<file path="src/rtl/riscv_pkg.sv">
// Shared fetch-stage definitions: the canonical NOP, instruction size and fetch FSM states.
package riscv_pkg;
  localparam logic [31:0] NOP_INSTR   = 32'h0000_0013;
  localparam int          INSTR_BYTES = 4;

  typedef enum logic [0:0] {
    FETCH_RUN   = 1'b0,
    FETCH_DRAIN = 1'b1
  } fetch_state_e;
endpackage

</file>
<file path="src/rtl/fetch_fifo.sv">
// Synchronous instruction buffer with clear and two-entry peek (head and head+1).
module fetch_fifo #(
  parameter int WIDTH = 32,
  parameter int DEPTH = 4
) (
  input  logic                       clk,
  input  logic                       rst,
  input  logic                       clear,
  input  logic                       push,
  input  logic                       pop,
  input  logic [WIDTH-1:0]           push_data,
  output logic [$clog2(DEPTH+1)-1:0] count,
  output logic [WIDTH-1:0]           head_data,
  output logic [WIDTH-1:0]           next_data
);
  localparam int AW = $clog2(DEPTH);
  localparam int CW = $clog2(DEPTH+1);

  logic [WIDTH-1:0] mem_q [DEPTH];
  logic [AW-1:0]    rd_ptr_q, rd_ptr_d, wr_ptr_q, wr_ptr_d, rd_next;
  logic [CW-1:0]    count_q, count_d;
  logic             do_push, do_pop;

  always_comb begin
    do_push  = push && !clear && (count_q != CW'(DEPTH));
    do_pop   = pop && !clear && (count_q != '0);
    rd_ptr_d = rd_ptr_q;
    wr_ptr_d = wr_ptr_q;
    count_d  = count_q;
    if (clear) begin
      rd_ptr_d = '0;
      wr_ptr_d = '0;
      count_d  = '0;
    end else begin
      if (do_push) wr_ptr_d = wr_ptr_q + 1'b1;
      if (do_pop)  rd_ptr_d = rd_ptr_q + 1'b1;
      count_d = count_q + CW'(do_push) - CW'(do_pop);
    end
  end

  always_ff @(posedge clk or negedge rst) begin
    if (!rst) begin
      rd_ptr_q <= '0;
      wr_ptr_q <= '0;
      count_q  <= '0;
    end else begin
      rd_ptr_q <= rd_ptr_d;
      wr_ptr_q <= wr_ptr_d;
      count_q  <= count_d;
    end
  end

  // Storage needs no reset: count gates every read.
  always_ff @(posedge clk) begin
    if (do_push) mem_q[wr_ptr_q] <= push_data;
  end

  assign rd_next   = rd_ptr_q + 1'b1;
  assign count     = count_q;
  assign head_data = mem_q[rd_ptr_q];
  assign next_data = mem_q[rd_next];
endmodule

</file>
<file path="src/rtl/fetch_cycle.sv">
// Fetch stage: owns the fetch PC, issues credit-limited in-order memory requests,
// buffers returned words and drops stale responses after a redirect.
module fetch_cycle import riscv_pkg::*; #(
  parameter int              XLEN               = 64,
  parameter int              INSTRUCTION_LENGTH = XLEN/2,
  parameter logic [XLEN-1:0] RESET_PC           = '0,
  parameter int              FIFO_DEPTH         = 4
) (
  input  logic                          clk,
  input  logic                          rst,
  output logic                          imem_req_valid,
  input  logic                          imem_req_ready,
  output logic [XLEN-1:0]               imem_req_addr,
  input  logic                          imem_resp_valid,
  input  logic [INSTRUCTION_LENGTH-1:0] imem_resp_data,
  input  logic                          redirect_valid,
  input  logic [XLEN-1:0]               redirect_pc,
  input  logic                          f_to_d_enable_ff,
  output logic                          fetch_valid,
  output logic [INSTRUCTION_LENGTH-1:0] instruction,
  output logic [INSTRUCTION_LENGTH-1:0] next_instruction,
  output logic [XLEN-1:0]               PC_out,
  output fetch_state_e                  dbg_state
);
  localparam int CW = $clog2(FIFO_DEPTH+1);
  localparam logic [INSTRUCTION_LENGTH-1:0] NOP = INSTRUCTION_LENGTH'(NOP_INSTR);

  // Handshake: a request transfers on a cycle where imem_req_valid && imem_req_ready;
  // once raised, valid holds with a stable address until transfer unless a redirect arrives.
  fetch_state_e                  state_q, state_d;
  logic [XLEN-1:0]               fetch_pc_q, fetch_pc_d, head_pc_q, head_pc_d, target;
  logic [CW-1:0]                 outstanding_q, outstanding_d, discard_q, discard_d;
  logic [CW-1:0]                 fifo_count;
  logic [INSTRUCTION_LENGTH-1:0] head_word, next_word;
  logic                          credit_ok, req_fire, resp_fire, resp_drop, push, pop;

  always_ff @(posedge clk or negedge rst) begin
    if (!rst) state_q <= FETCH_RUN;
    else      state_q <= state_d;
  end

  always_comb begin
    state_d = state_q;
    unique case (state_q)
      FETCH_RUN:   if (discard_d != '0) state_d = FETCH_DRAIN;
      FETCH_DRAIN: if (discard_d == '0) state_d = FETCH_RUN;
    endcase
  end

  always_comb begin
    resp_drop = (state_q == FETCH_DRAIN);
    dbg_state = state_q;
  end

  always_comb begin
    target         = redirect_pc & ~XLEN'(3);
    credit_ok      = ({1'b0, fifo_count} + {1'b0, outstanding_q}) < (CW+1)'(FIFO_DEPTH);
    imem_req_valid = rst && credit_ok && !redirect_valid;
    imem_req_addr  = fetch_pc_q;
    req_fire       = imem_req_valid && imem_req_ready;
    // Responses nobody is waiting for (e.g. from before a reset) are ignored.
    resp_fire      = imem_resp_valid && (outstanding_q != '0);
    fetch_valid    = (fifo_count != '0);
    pop            = f_to_d_enable_ff && fetch_valid && !redirect_valid;
    push           = resp_fire && !resp_drop && !redirect_valid;
    fetch_pc_d     = fetch_pc_q;
    head_pc_d      = head_pc_q;
    outstanding_d  = outstanding_q;
    discard_d      = discard_q;
    if (redirect_valid) begin
      fetch_pc_d    = target;
      head_pc_d     = target;
      outstanding_d = outstanding_q - CW'(resp_fire);
      discard_d     = outstanding_q - CW'(resp_fire);
    end else begin
      if (req_fire) fetch_pc_d = fetch_pc_q + XLEN'(INSTR_BYTES);
      if (pop)      head_pc_d  = head_pc_q + XLEN'(INSTR_BYTES);
      outstanding_d = outstanding_q + CW'(req_fire) - CW'(resp_fire);
      discard_d     = discard_q - CW'(resp_fire && resp_drop);
    end
  end

  always_ff @(posedge clk or negedge rst) begin
    if (!rst) begin
      fetch_pc_q    <= RESET_PC;
      head_pc_q     <= RESET_PC;
      outstanding_q <= '0;
      discard_q     <= '0;
    end else begin
      fetch_pc_q    <= fetch_pc_d;
      head_pc_q     <= head_pc_d;
      outstanding_q <= outstanding_d;
      discard_q     <= discard_d;
    end
  end

  fetch_fifo #(
    .WIDTH (INSTRUCTION_LENGTH),
    .DEPTH (FIFO_DEPTH)
  ) u_fifo (
    .clk       (clk),
    .rst       (rst),
    .clear     (redirect_valid),
    .push      (push),
    .pop       (pop),
    .push_data (imem_resp_data),
    .count     (fifo_count),
    .head_data (head_word),
    .next_data (next_word)
  );

  assign instruction      = fetch_valid ? head_word : NOP;
  assign next_instruction = (fifo_count >= CW'(2)) ? next_word : NOP;
  assign PC_out           = head_pc_q;

  resp_needs_request: assert property (@(posedge clk) disable iff (!rst)
    imem_resp_valid |-> (outstanding_q != '0));
endmodule

</file>
<file path="config.mk">
export PLATFORM = sky130hd
export DESIGN_NAME = fetch_cycle
export DESIGN_NICKNAME = d
export VERILOG_FILES = /design/src/rtl/riscv_pkg.sv /design/src/rtl/fetch_fifo.sv /design/src/rtl/fetch_cycle.sv
export SDC_FILE = /design/constraint.sdc
export NUM_CORES = 1
export LEC_CHECK = 0
export ABC_AREA = 0
export CAP_MARGIN = 20
export CORE_ASPECT_RATIO = 1.5
export CORE_MARGIN = 4
export CORE_UTILIZATION = 35
export DETAILED_ROUTE_END_ITERATION = 12
export SYNTH_ARGS = -nofsm -noshare
export SYNTH_HDL_FRONTEND = slang
export SYNTH_SLANG_ARGS = --single-unit
</file>
<file path="constraint.sdc">
create_clock -name clk -period 8 [get_ports clk]
set_input_delay 1.2 -clock clk [delete_from_list [all_inputs] [get_ports clk]]
set_output_delay 1.2 -clock clk [all_outputs]
set_load 0.01 [all_outputs]
</file>
# [After elaboration in Yosys (flattened, before gate mapping)]
# Memory sizes are Yosys's and may differ from the RTL's.
# Cells that the tools add are included.
[totals] ff_bits=142 input_bits=102 n_memories=1 mem_bits_rw=128 output_inout_bits=195
[memory_table] name="u_fifo.mem_q" depth=4 word_bits=32 rd=2 rd_ports_with_merged_regs=0 write_ports=1 line_no="fetch_fifo.sv:19" text="logic [WIDTH-1:0] mem_q [DEPTH];"
[classes] n_mux=18 n_bitwise=1 add_sub_neg=11 reduce_logical=23 n_eq_ne=1 order_cmp=2
[op_table] operator="2-to-1 mux 64 bit" count=4
[op_table] operator="adder 64 x 3 -> 64 bit (second input constant)" count=2
[op_table] operator="2-to-1 mux 32 bit" count=2
[op_table] operator="logical AND 1 bit" count=13
[op_table] operator="subtractor 3 x 1 -> 3 bit" count=4
[op_table] operator="2-to-1 mux 3 bit" count=3
[op_table] operator="nonzero test 3 bit" count=3
[op_table] operator="2-to-1 mux 2 bit" count=4
[op_table] operator="nonzero test 2 bit" count=4
[op_table] operator="adder 3 x 1 -> 3 bit" count=2
[op_table] operator="adder 2 x 1 -> 2 bit (second input constant)" count=2
[op_table] operator="adder 3 x 3 -> 4 bit" count=1
[op_table] operator="less-than comparator 4 x 3 -> 1 bit (second input constant)" count=1
[op_table] operator="2-to-1 mux 1 bit" count=4
[op_table] operator="greater-or-equal comparator 3 x 2 -> 1 bit (second input constant)" count=1
[op_table] operator="logical NOT 3 bit" count=1
[op_table] operator="!= test 3 bit (second input constant)" count=1
[op_table] operator="logical NOT 1 bit" count=2
[op_table] operator="one-hot mux 1 bit (2 select lines)" count=1
[op_table] operator="NOT 1 bit" count=1

# [Logic depth before layout (Yosys ltp)]
# Gate-level depths: netlist of the first run.
[logic_depth] word_depth=9 mapped_depth=14

# [Cells and area by module]
# A second synthesis of the first run with hierarchy kept.
[unflattened] hier_cells=1206 area_unflattened_um2=14129.8
[by_module_without_submodules] mod="fetch_cycle" cells_per_inst=957 n_inst=1 area_each_um2=8289.2
[by_module_without_submodules] mod="fetch_fifo" cells_per_inst=249 n_inst=1 area_each_um2=5840.6

# [Worst setup path before layout of the first run]
# OpenSTA, ideal clock, no wires.
[synth_path] path_type="input to register" startpoint="in redirect_valid" endpoint="reg outstanding_q[2]" setup_time_ns=0.079 n_path_buf=4 arrival_ns=3.624 required_ns=7.921 cell_stages=14 slack_ns=4.297 cell_sequence="clkbuf_1 > nor3_1 > and4_1 > buf_2 > inv_2 > buf_2 > buf_1 > ha_1 > inv_1 > ha_1 > fa_1 > xor2_1 > o21ai_0 > xor2_1"
[synth_via] elab_chain_len=6
[synth_lines] item="start: declaration" line_no="fetch_cycle.sv:16" text="input logic redirect_valid,"
[synth_lines] item="logical NOT 1 bit" line_no="fetch_cycle.sv:58" text="imem_req_valid = rst && credit_ok && !redirect_valid;"
[synth_lines] item="logical AND 1 bit" line_no="fetch_cycle.sv:58"
[synth_lines] item="logical AND 1 bit" line_no="fetch_cycle.sv:60" text="req_fire = imem_req_valid && imem_req_ready;"
[synth_lines] item="adder 3 x 1 -> 3 bit" line_no="fetch_cycle.sv:78" text="outstanding_d = outstanding_q + CW'(req_fire) - CW'(resp_fire);"
[synth_lines] item="subtractor 3 x 1 -> 3 bit" line_no="fetch_cycle.sv:78"
[synth_lines] item="2-to-1 mux 3 bit (*)" line_no="fetch_cycle.sv:70" text="if (redirect_valid) begin"
[synth_lines] item="named net outstanding_d[2]" line_no="fetch_cycle.sv:32" text="logic [CW-1:0] outstanding_q, outstanding_d, discard_q, discard_d;"
[synth_lines] item="end signal: assignment" line_no="fetch_cycle.sv:92" text="outstanding_q <= outstanding_d;"
[synth_lines] item="end: declaration" line_no="fetch_cycle.sv:32"
# Mark *: on every way through the listed nets, which the timed path passes. The rest lies on a longest branch.
# A chain may end at the register's enable or synchronous reset.

# [Final worst setup path of the first run]
[layout_path] startpoint="reg u_fifo.rd_ptr_q[1]" endpoint="out instruction[4]"
[layout_via] elab_chain_len=2
[layout_lines] item="start: declaration" line_no="fetch_fifo.sv:20" text="logic [AW-1:0] rd_ptr_q, rd_ptr_d, wr_ptr_q, wr_ptr_d, rd_next;"
[layout_lines] item="start signal: assignment" line_no="fetch_fifo.sv:47" text="rd_ptr_q <= rd_ptr_d;"
[layout_lines] item="memory read (4 x 32 bit)"
[layout_lines] item="2-to-1 mux 32 bit" line_no="fetch_cycle.sv:112" text="assign instruction = fetch_valid ? head_word : NOP;"
[layout_lines] item="end: declaration" line_no="fetch_cycle.sv:20" text="output logic [INSTRUCTION_LENGTH-1:0] instruction,"
# Every way passes these cells.

==> flow_metrics.env, run 1 <==
export IMPL_yosysMostFrequentCell="nand2_1"
export IMPL_ys_top_cells_by_area="edfxtp_1, dfrtp_1, mux4_2, nand2_1, o21ai_0"
export IMPL_p_per_area_nw_per_um2=242
export IMPL_antenna_found_initial=2
export IMPL_area_delta_synth_final_pct=31.0
export IMPL_status="finished clean"
export IMPL_cp_num_cells=4
export IMPL_postCtsResizedCells=0
export IMPL_ant_nets=0
export IMPL_avgViaCountPerCell=5.52
export IMPL_rsz0062_at_grt="false"
export IMPL_yosys_top_cells_count="nand2_1, dfrtp_1, edfxtp_1"
export IMPL_syn_avg_cell_area_um2=11.5
export IMPL_ctsHoldBuffers=0
export IMPL_synthArstFlopShare_pct=51.9
export IMPL_relSlewSlack_pct=25.6
export IMPL_cap_violations=0
export IMPL_grt_max_degree=81
export IMPL_finalSetupViolations=0
export IMPL_path_cells="buf_4 -> mux4_2 -> or2_2 -> clkdlybuf4s50_1"
export IMPL_worstPathArrival_ps=3370
export IMPL_io_pins=297
export IMPL_crit_type="flip-flop to primary output"
export IMPL_die_area_um2=43100
export IMPL_leakage_nw=6.38
export IMPL_final_nets=1600
export IMPL_syn_instance_count=1209
export IMPL_slowest_delay_ps=720
export IMPL_clk_pin_slew_ps=60
export IMPL_critical_path_required_ps=6800
export IMPL_cts_sinks=266
export IMPL_cts_root_buf="clkbuf_16"
export IMPL_avgRoutedWirePerCell_um=22.0
export IMPL_setup_tns_ps=0
export IMPL_crit_fanout=42
export IMPL_synth_edff_count=128
export IMPL_synth_cell_types=57
export IMPL_num_antenna_cells=0
export IMPL_drtIter0Drc=627
export IMPL_crit_family="buffers and inverters"
export IMPL_r2r_cells=6
export IMPL_fp_row_count=89
export IMPL_fin_skew_ps=36.1
export IMPL_hpwl_um=31300
export IMPL_route_vias_total=11000
export IMPL_post_cts_setup_buffers=0
export IMPL_yosys_area_top_type_share_pct=27.6
export IMPL_gp_congestion=0.912
export IMPL_ys_seq_area_share_pct=52.5
export IMPL_finalHoldViolCount=0
export IMPL_final_area_um2=18200
export IMPL_yosysTopAreaCell="edfxtp_1"
export IMPL_crit_buf_inv=2
export IMPL_fp_dieH_um=252
export IMPL_worst_pin_slew_ps=1110
export IMPL_cp_start_kind="flip-flop"
export IMPL_gr_total_overflow=0
export IMPL_cts_max_level=1
export IMPL_grt_pass1_wl_um=67000
export IMPL_critical_path_slowest_cell="dfrtp_4"
export IMPL_cts_path_max_buffers=3
export IMPL_hp_class="input port to async pin"
export IMPL_grt_util_all_layers_pct=20.0
export IMPL_max_freq_mhz=219
export IMPL_tritoncts="yes"
export IMPL_yosys_warnings=0
export IMPL_floorplan_core_area_um2=39300
export IMPL_synth_seq_cells=266
export IMPL_clk_latency_ps=570
export IMPL_period_share_pct=57.1
export IMPL_drive_above_1_share_pct=11.3
export IMPL_dpl_cell_area_um2=17300
export IMPL_irDropWorstVdd_mv=0.207
export IMPL_firstDrtPassIters=5
export IMPL_grt_pass1_vias=11200
export IMPL_end_kind="primary output"
export IMPL_start_util_pct=35.4
export IMPL_port_buffers=290
export IMPL_period_minus_slack_ps=4570
export IMPL_final_max_slew_viol_count=0
export IMPL_wl_um=44000
export IMPL_drc=0
export IMPL_fp_dieW_um=171
export IMPL_synth_ff_type="dfrtp_1"
export IMPL_numCtsBuffers=28
export IMPL_synth_area_um2=13900
path summary, 6_finish.rpt:
check / start / endpoint / slack [ps]
setup / recovery: u_fifo.rd_ptr_q[1]$_DFFE_PN0P_ / instruction[4] / 3430
hold / removal: rst / PC_out[33]$_DFFE_PN0N_ / 480
setup reg to reg: PC_out[7]$_DFFE_PN0N_ / PC_out[61]$_DFFE_PN0N_ / 4680
hold reg to reg: imem_req_addr[63]$_DFFE_PN0N_ / imem_req_addr[63]$_DFFE_PN0N_ / 540
max in group asynchronous: rst / PC_out[59]$_DFFE_PN0N_ / 5570
min in group clk: imem_req_addr[63]$_DFFE_PN0N_ / imem_req_addr[63]$_DFFE_PN0N_ / 540
registers in the layout, indices dropped and copies added (netlist names):
| signal | count |
|---|---|
| discard_q | 3 |
| u_fifo.count | 3 |
| PC_out | 62 |
| outstanding_q | 3 |
| u_fifo.mem_q | 128 |
| u_fifo.rd_ptr_q | 2 |
| u_fifo.wr_ptr_q | 2 |
| imem_req_addr | 62 |
| dbg_state | 1 |
kinds of logic (layout without fill, tap and decap cells):
logic type | Yosys count | in the layout | share of synthesized area (%)
adder cells (fa/ha/maj) | 19 | 19 | 1.82
flip-flops | 266 | 266 | 52.5
AND/OR/NAND/NOR | 482 | 482 | 18.3
buffers and inverters | 106 | 394 | 3.17
multiplexers | 78 | 78 | 11.5
XOR/XNOR | 72 | 72 | 4.53
other | 1 | 4 | 0.0270
AO/OA/AOI/OAI | 185 | 185 | 8.20
metrics by stage:
step | instances | setup WS [ps] | util, % | power [mW] | hold slack (ps)
final | 2000 | 3430 | 46.4 | 4.41 | 480
after global routing | 2000 | 3150 | 46.4 | 4.66 | 469
after CTS | 2000 | 3280 | 46.4 | 4.48 | 457
after detailed placement | 1949 | 3880 | 44.0 | 3.15 | 530
after global placement | 1949 | 3900 | 44.0 | 3.13 | 497
after floorplan | 1212 | 4300 | - | 2.38 | 503
report_power, final:
group / internal [mW] / switching (mW)
clock network: 0.748 / 0.566
logic: 0.722 / 0.669
registers: 1.55 / 0.155
total: 3.02 / 1.39
cells in the final DEF, fill, tap and decap left out, types with 4 or more instances in the layout:
master,n
and2_1,6
nor3_2,4
inv_1,37
dfrtp_1,136
o211ai_1,26
edfxtp_1,128
clkdlybuf4s50_1,288
a31oi_1,15
nor2_1,53
o311ai_0,16
nor2b_1,60
nor3_1,27
ha_1,17
mux4_2,64
and4_1,11
or2_2,7
nor4_1,18
and2_2,4
o21ai_0,95
o311ai_1,4
a21oi_1,14
clkbuf_16,29
mux2_2,10
or3_1,7
or4_1,5
buf_4,16
mux2i_1,4
xor2_1,29
clkinv_2,7
nand4_1,37
clkinvlp_4,4
nand2_1,139
nand3_1,71
and3_1,17
conb_1,4
xnor2_1,43
metal layers:
layer	wire, um	up-vias	global-route usage [%]
met2	22000	423	34.4
met1	16200	5480	23.0
li1	-	5047	-
met4	2460	4	9.95
met3	3310	88	5.01
met5	28	-	0
final cells by class:
type | count | area, um2
Timing Repair Buffer | 305 | 3010
Sequential cell | 266 | 7300
Inverter | 38 | 143
Clock inverter | 19 | 176
Multi-Input combinational cell | 840 | 6200
Clock buffer | 32 | 757
Fill cell | 3619 | 21100
Tap cell | 500 | 626
(Power assumes the default switching activity.)
==> run 2, diff against run 1 <==
Clock period 8 ns to 4.4 ns, I/O delays scaled along.
==> run 2 against run 1 <==
Compared with the run above: clock-buffer cell count decreased by 2; routed wire length increased by 0.82%; core utilization increased by 0.17 points; flip-flop and latch count unchanged; register-to-register slack got worse by 3500 ps; die area unchanged; sequential power increased by 85%; cell area increased by 0.38%.
==> flow_metrics.env, run 2 (synthesized netlist as in run 1, its figures left out) <==
export IMPL_status="finished clean"
export IMPL_fp_row_count=89
export IMPL_finalSetupViolations=0
export IMPL_gr_total_overflow=0
export IMPL_top_layer_used="met5"
export IMPL_grt_pass1_vias=11500
export IMPL_regMostFlops="u_fifo.mem_q"
export IMPL_port_buffers=290
export IMPL_nFillCells=3623
export IMPL_cts_path_max_buffers=3
export IMPL_rsz0062_at_grt="false"
export IMPL_ctsHoldBuffers=1
export IMPL_preCtsSetupSlack_ps=768
export IMPL_final_max_slew_viol_count=0
export IMPL_ant_nets=0
export IMPL_die_area_um2=43100
export IMPL_crit_buf_inv=2
export IMPL_firstDrtPassIters=5
export IMPL_io_pins=297
export IMPL_grt_util_all_layers_pct=20.2
export IMPL_drtIter0Drc=718
export IMPL_clk_latency_ps=570
export IMPL_drc=0
export IMPL_leakage_nw=6.40
export IMPL_r2r_start="PC_out[13]$_DFFE_PN0N_"
export IMPL_crit_family="buffers and inverters"
export IMPL_place_inst=1955
export IMPL_r2r_cells=6
export IMPL_avgViaCountPerCell=5.53
export IMPL_path_cells="buf_4 -> mux4_2 -> nor2b_1 -> clkdlybuf4s50_1"
export IMPL_setup_ws_ps=728
export IMPL_post_cts_setup_buffers=0
export IMPL_period_minus_slack_ps=3670
export IMPL_cap_violations=0
export IMPL_fp_dieW_um=171
export IMPL_worst_pin_slew_ps=949
export IMPL_multi_input_area_um2=6200
export IMPL_finalHoldViolCount=0
export IMPL_postCtsResizedCells=0
export IMPL_final_common_cell="clkdlybuf4s50_1"
export IMPL_final_area_um2=18300
export IMPL_fp_dieH_um=252
export IMPL_wl_um=44400
export IMPL_hpwl_um=32100
export IMPL_floorplan_core_area_um2=39300
export IMPL_drive_above_1_share_pct=11.2
export IMPL_final_cell_mix="clkdlybuf4s50_1, nand2_1, dfrtp_1, edfxtp_1, o21ai_0"
export IMPL_irDropWorstVdd_mv=0.322
export IMPL_r2r_slack_ps=1210
export IMPL_dpl_cell_area_um2=17300
export IMPL_crit_fanout=26
export IMPL_cts_max_level=1
export IMPL_grt_max_degree=83
export IMPL_met3_length_um=3330
export IMPL_setup_tns_ps=0
export IMPL_fin_skew_ps=25.0
export IMPL_drt_met1_wl_um=16300
export IMPL_gp_congestion=0.906
export IMPL_relSlewSlack_pct=36.7
export IMPL_critical_path_required_ps=3740
export IMPL_end_kind="primary output"
export IMPL_p_per_area_nw_per_um2=441
export IMPL_regArea_um2=7300
export IMPL_instances_no_fill=2008
export IMPL_area_delta_synth_final_pct=31.5
export IMPL_wl_met2_um=22400
export IMPL_grt_pass1_wl_um=67900
export IMPL_cts_root_buf="clkbuf_16"
export IMPL_slowest_delay_ps=760
export IMPL_hp_class="input port to async pin"
export IMPL_start_util_pct=35.4
export IMPL_critical_path_slowest_cell="dfrtp_4"
export IMPL_cp_start_kind="flip-flop"
export IMPL_cts_sinks=266
export IMPL_tritoncts="yes"
export IMPL_antenna_found_initial=2
export IMPL_largest_reg_flops=128
export IMPL_avgRoutedWirePerCell_um=22.1
export IMPL_worstPathArrival_ps=3010
export IMPL_max_freq_mhz=272
export IMPL_numCtsBuffers=28
export IMPL_route_vias_total=11100
export IMPL_period_share_pct=83.5
export IMPL_whs_ps=494
export IMPL_r2r_end="PC_out[61]$_DFFE_PN0N_"
export IMPL_final_nets=1607
export IMPL_crit_type="flip-flop to primary output"
export IMPL_clk_pin_slew_ps=70
[run 2: changes by cell type in the layout (fill, tap and decap cells not counted), moves of 2 or more]
cell / delta
inv_6: -2
clkinvlp_2: +2
diode_2: +2
clkinv_1: +5
clkinv_2: -6
buf_4: +5
clkbuf_8: -2
bufinv_16: +2
[run 2: worst max-delay path by stage]
stage / slack, ps / startpoint / depth (start not counted) / end
after floorplan: 1240 / redirect_valid / 14 / outstanding_q[2]$_DFF_PN0_
after global placement: 820 / f_to_d_enable_ff / 7 / PC_out[61]$_DFFE_PN0N_
after detailed placement: 770 / f_to_d_enable_ff / 7 / PC_out[61]$_DFFE_PN0N_
after CTS: 650 / u_fifo.rd_ptr_q[1]$_DFFE_PN0P_ / 4 / next_instruction[13]
after global routing: 550 / u_fifo.rd_ptr_q[1]$_DFFE_PN0P_ / 4 / instruction[7]
final: 730 / u_fifo.rd_ptr_q[1]$_DFFE_PN0P_ / 4 / next_instruction[13]
[run 2: stage by stage]
step | total power, mW | util [%]
after floorplan | 4.33 | -
after global placement | 5.69 | 44.1
after detailed placement | 5.73 | 44.1
after CTS | 8.19 | 46.5
after global routing | 8.49 | 46.5
final | 8.07 | 46.5
[run 2: power breakdown]
group	internal [mW]	total, mW	switching, mW
clock network	1.40	2.42	1.02
registers	2.81	3.14	0.322
logic	1.32	2.51	1.18
[run 2: routing by layer]
metal,global-route usage [%],vias to the layer above
met5,0,-
li1,-,5073
met4,9.45,2
met2,34.5,437
met1,24.0,5491
met3,4.54,97
[run 2: layout make-up]
type,count,area share [%]
clock buffers,30,3.87
inverters,38,0.780
diodes,2,0.0274
flip-flops and latches,266,39.9
multi-input cells,840,33.9
repair buffers,312,16.8
clock inverters,20,1.21
well taps,500,3.42
[run 2: worst register-to-register path: cells and delay by family, from the launching register on]
family | cells | cell delay (ps)
simple gates | 4 | 2250
flops | 1 | 420
mux | 1 | 270
xor+xnor | 1 | 110
==> run 3, diff against run 2 <==
Clock period 4.4 ns to 3.06 ns, I/O delays scaled along.
==> run 3 against run 2 <==
Compared with the run above: largest cell class unchanged; total power increased by 50%; final cell count up 1.2%; routed wire length down 0.11%; the flow now finishes with violations (negative hold slack); clock-buffer cell count rose by 4; critical path type unchanged.
==> flow_metrics.env, run 3 (synthesized netlist as in run 1, its figures left out) <==
export IMPL_critical_path_slowest_cell="mux4_2"
export IMPL_hpwl_um=31800
export IMPL_firstDrtPassIters=5
export IMPL_port_buffers=290
export IMPL_fp_dieH_um=252
export IMPL_regMostFlops="u_fifo.mem_q"
export IMPL_grt_max_degree=139
export IMPL_p_per_area_nw_per_um2=645
export IMPL_path_cells="buf_12 -> clkbuf_16 -> mux4_2 -> nor2b_1 -> clkdlybuf4s50_1"
export IMPL_avgRoutedWirePerCell_um=21.8
export IMPL_cp_num_cells=5
export IMPL_drc=0
export IMPL_period_share_pct=97.6
export IMPL_crit_buf_inv=3
export IMPL_dpl_cell_area_um2=17600
export IMPL_rsz0062_at_grt="true"
export IMPL_crit_start="u_fifo.rd_ptr_q[1]$_DFFE_PN0P_"
export IMPL_finalSetupViolations=0
export IMPL_setup_tns_ps=0
export IMPL_finalHoldViolCount=9
export IMPL_numCtsBuffers=28
export IMPL_grt_util_all_layers_pct=20.0
export IMPL_relSlewSlack_pct=30.2
export IMPL_grt_pass1_wl_um=67100
export IMPL_end_kind="primary output"
export IMPL_cap_violations=0
export IMPL_whs_ps=-11.1
export IMPL_grt_pass1_vias=11400
export IMPL_cts_path_max_buffers=3
export IMPL_gr_total_overflow=0
export IMPL_r2r_cells=6
export IMPL_final_util_pct=47.7
export IMPL_clk_pin_slew_ps=60
export IMPL_final_area_um2=18800
export IMPL_critical_path_required_ps=2600
export IMPL_num_antenna_cells=0
export IMPL_clk_latency_ps=560
export IMPL_irDropWorstVdd_mv=0.493
export IMPL_finalPower_mw=12.1
export IMPL_wl_um=44300
export IMPL_hp_class="input port to async pin"
export IMPL_gp_congestion=0.911
export IMPL_setup_ws_ps=72.0
export IMPL_drive_above_1_share_pct=12.9
export IMPL_ant_nets=0
export IMPL_cp_start_kind="flip-flop"
export IMPL_r2r_start="PC_out[21]$_DFFE_PN0N_"
export IMPL_cts_root_buf="clkbuf_16"
export IMPL_crit_fanout=16
export IMPL_final_cell_mix="clkdlybuf4s50_1, nand2_1, dfrtp_1, edfxtp_1, o21ai_0"
export IMPL_cts_max_level=1
export IMPL_fp_row_count=89
export IMPL_drtIter0Drc=661
export IMPL_area_delta_synth_final_pct=34.8
export IMPL_route_vias_total=11100
export IMPL_tritoncts="yes"
export IMPL_fin_skew_ps=14.5
export IMPL_leakage_nw=6.88
export IMPL_place_inst=1972
export IMPL_final_nets=1632
export IMPL_slowest_delay_ps=510
export IMPL_status="finished, violations left"
export IMPL_start_util_pct=35.4
export IMPL_crit_family="buffers and inverters"
export IMPL_fp_dieW_um=171
export IMPL_final_max_slew_viol_count=0
export IMPL_preCtsSetupSlack_ps=344
export IMPL_floorplan_core_area_um2=39300
export IMPL_largest_reg_flops=128
export IMPL_instances_no_fill=2032
export IMPL_period_minus_slack_ps=2990
export IMPL_max_freq_mhz=335
export IMPL_worstPathArrival_ps=2530
export IMPL_antenna_found_initial=2
export IMPL_die_area_um2=43100
export IMPL_cts_sinks=266
export IMPL_io_pins=297
export IMPL_avgViaCountPerCell=5.47
export IMPL_violations="negative hold slack"
export IMPL_crit_type="flip-flop to primary output"
export IMPL_final_common_cell="clkdlybuf4s50_1"
export IMPL_worst_pin_slew_ps=1050
## run 3: worst paths after layout
check                                            endpoint  slack, ps
max in group asynchronous  u_fifo.rd_ptr_q[1]$_DFFE_PN0P_       2230
setup reg to reg                   PC_out[59]$_DFFE_PN0N_        360
hold reg to reg             imem_req_addr[63]$_DFFE_PN0N_        510
setup / recovery                     next_instruction[20]         70
hold / removal                     PC_out[33]$_DFFE_PN0N_        -10
min in group clk                u_fifo.count[1]$_DFF_PN0_        420
## run 3: repair_timing
item                       4_1_cts  5_1_grt
hold buffers                     0        0
setup endpoints to repair       51       43
gates cloned                     0        1
setup buffers                    5        3
resized for setup                3       15
## run 3: final cells by class
class,instances,area (um2)
tap,500,626
clock inverter,17,284
sequential,266,7300
inverter,38,143
clock buffer,34,744
timing repair buffer,337,3450
fill,3645,20600
multi-input combinational,840,6200
## run 3: power breakdown
part	internal, mW	leakage (nW)	switching, mW	total (mW)
clock	2.33	0.497	1.48	3.82
sequential	4.05	2.83	0.381	4.43
combinational	2.04	3.56	1.81	3.85
total	8.42	6.88	3.67	12.1
## run 3: per-layer routing
metal	wire length [um]	global-route usage, %
met1	16400	23.2
met4	1880	8.04
met2	22900	35.5
met3	3090	4.51
met5	21	0
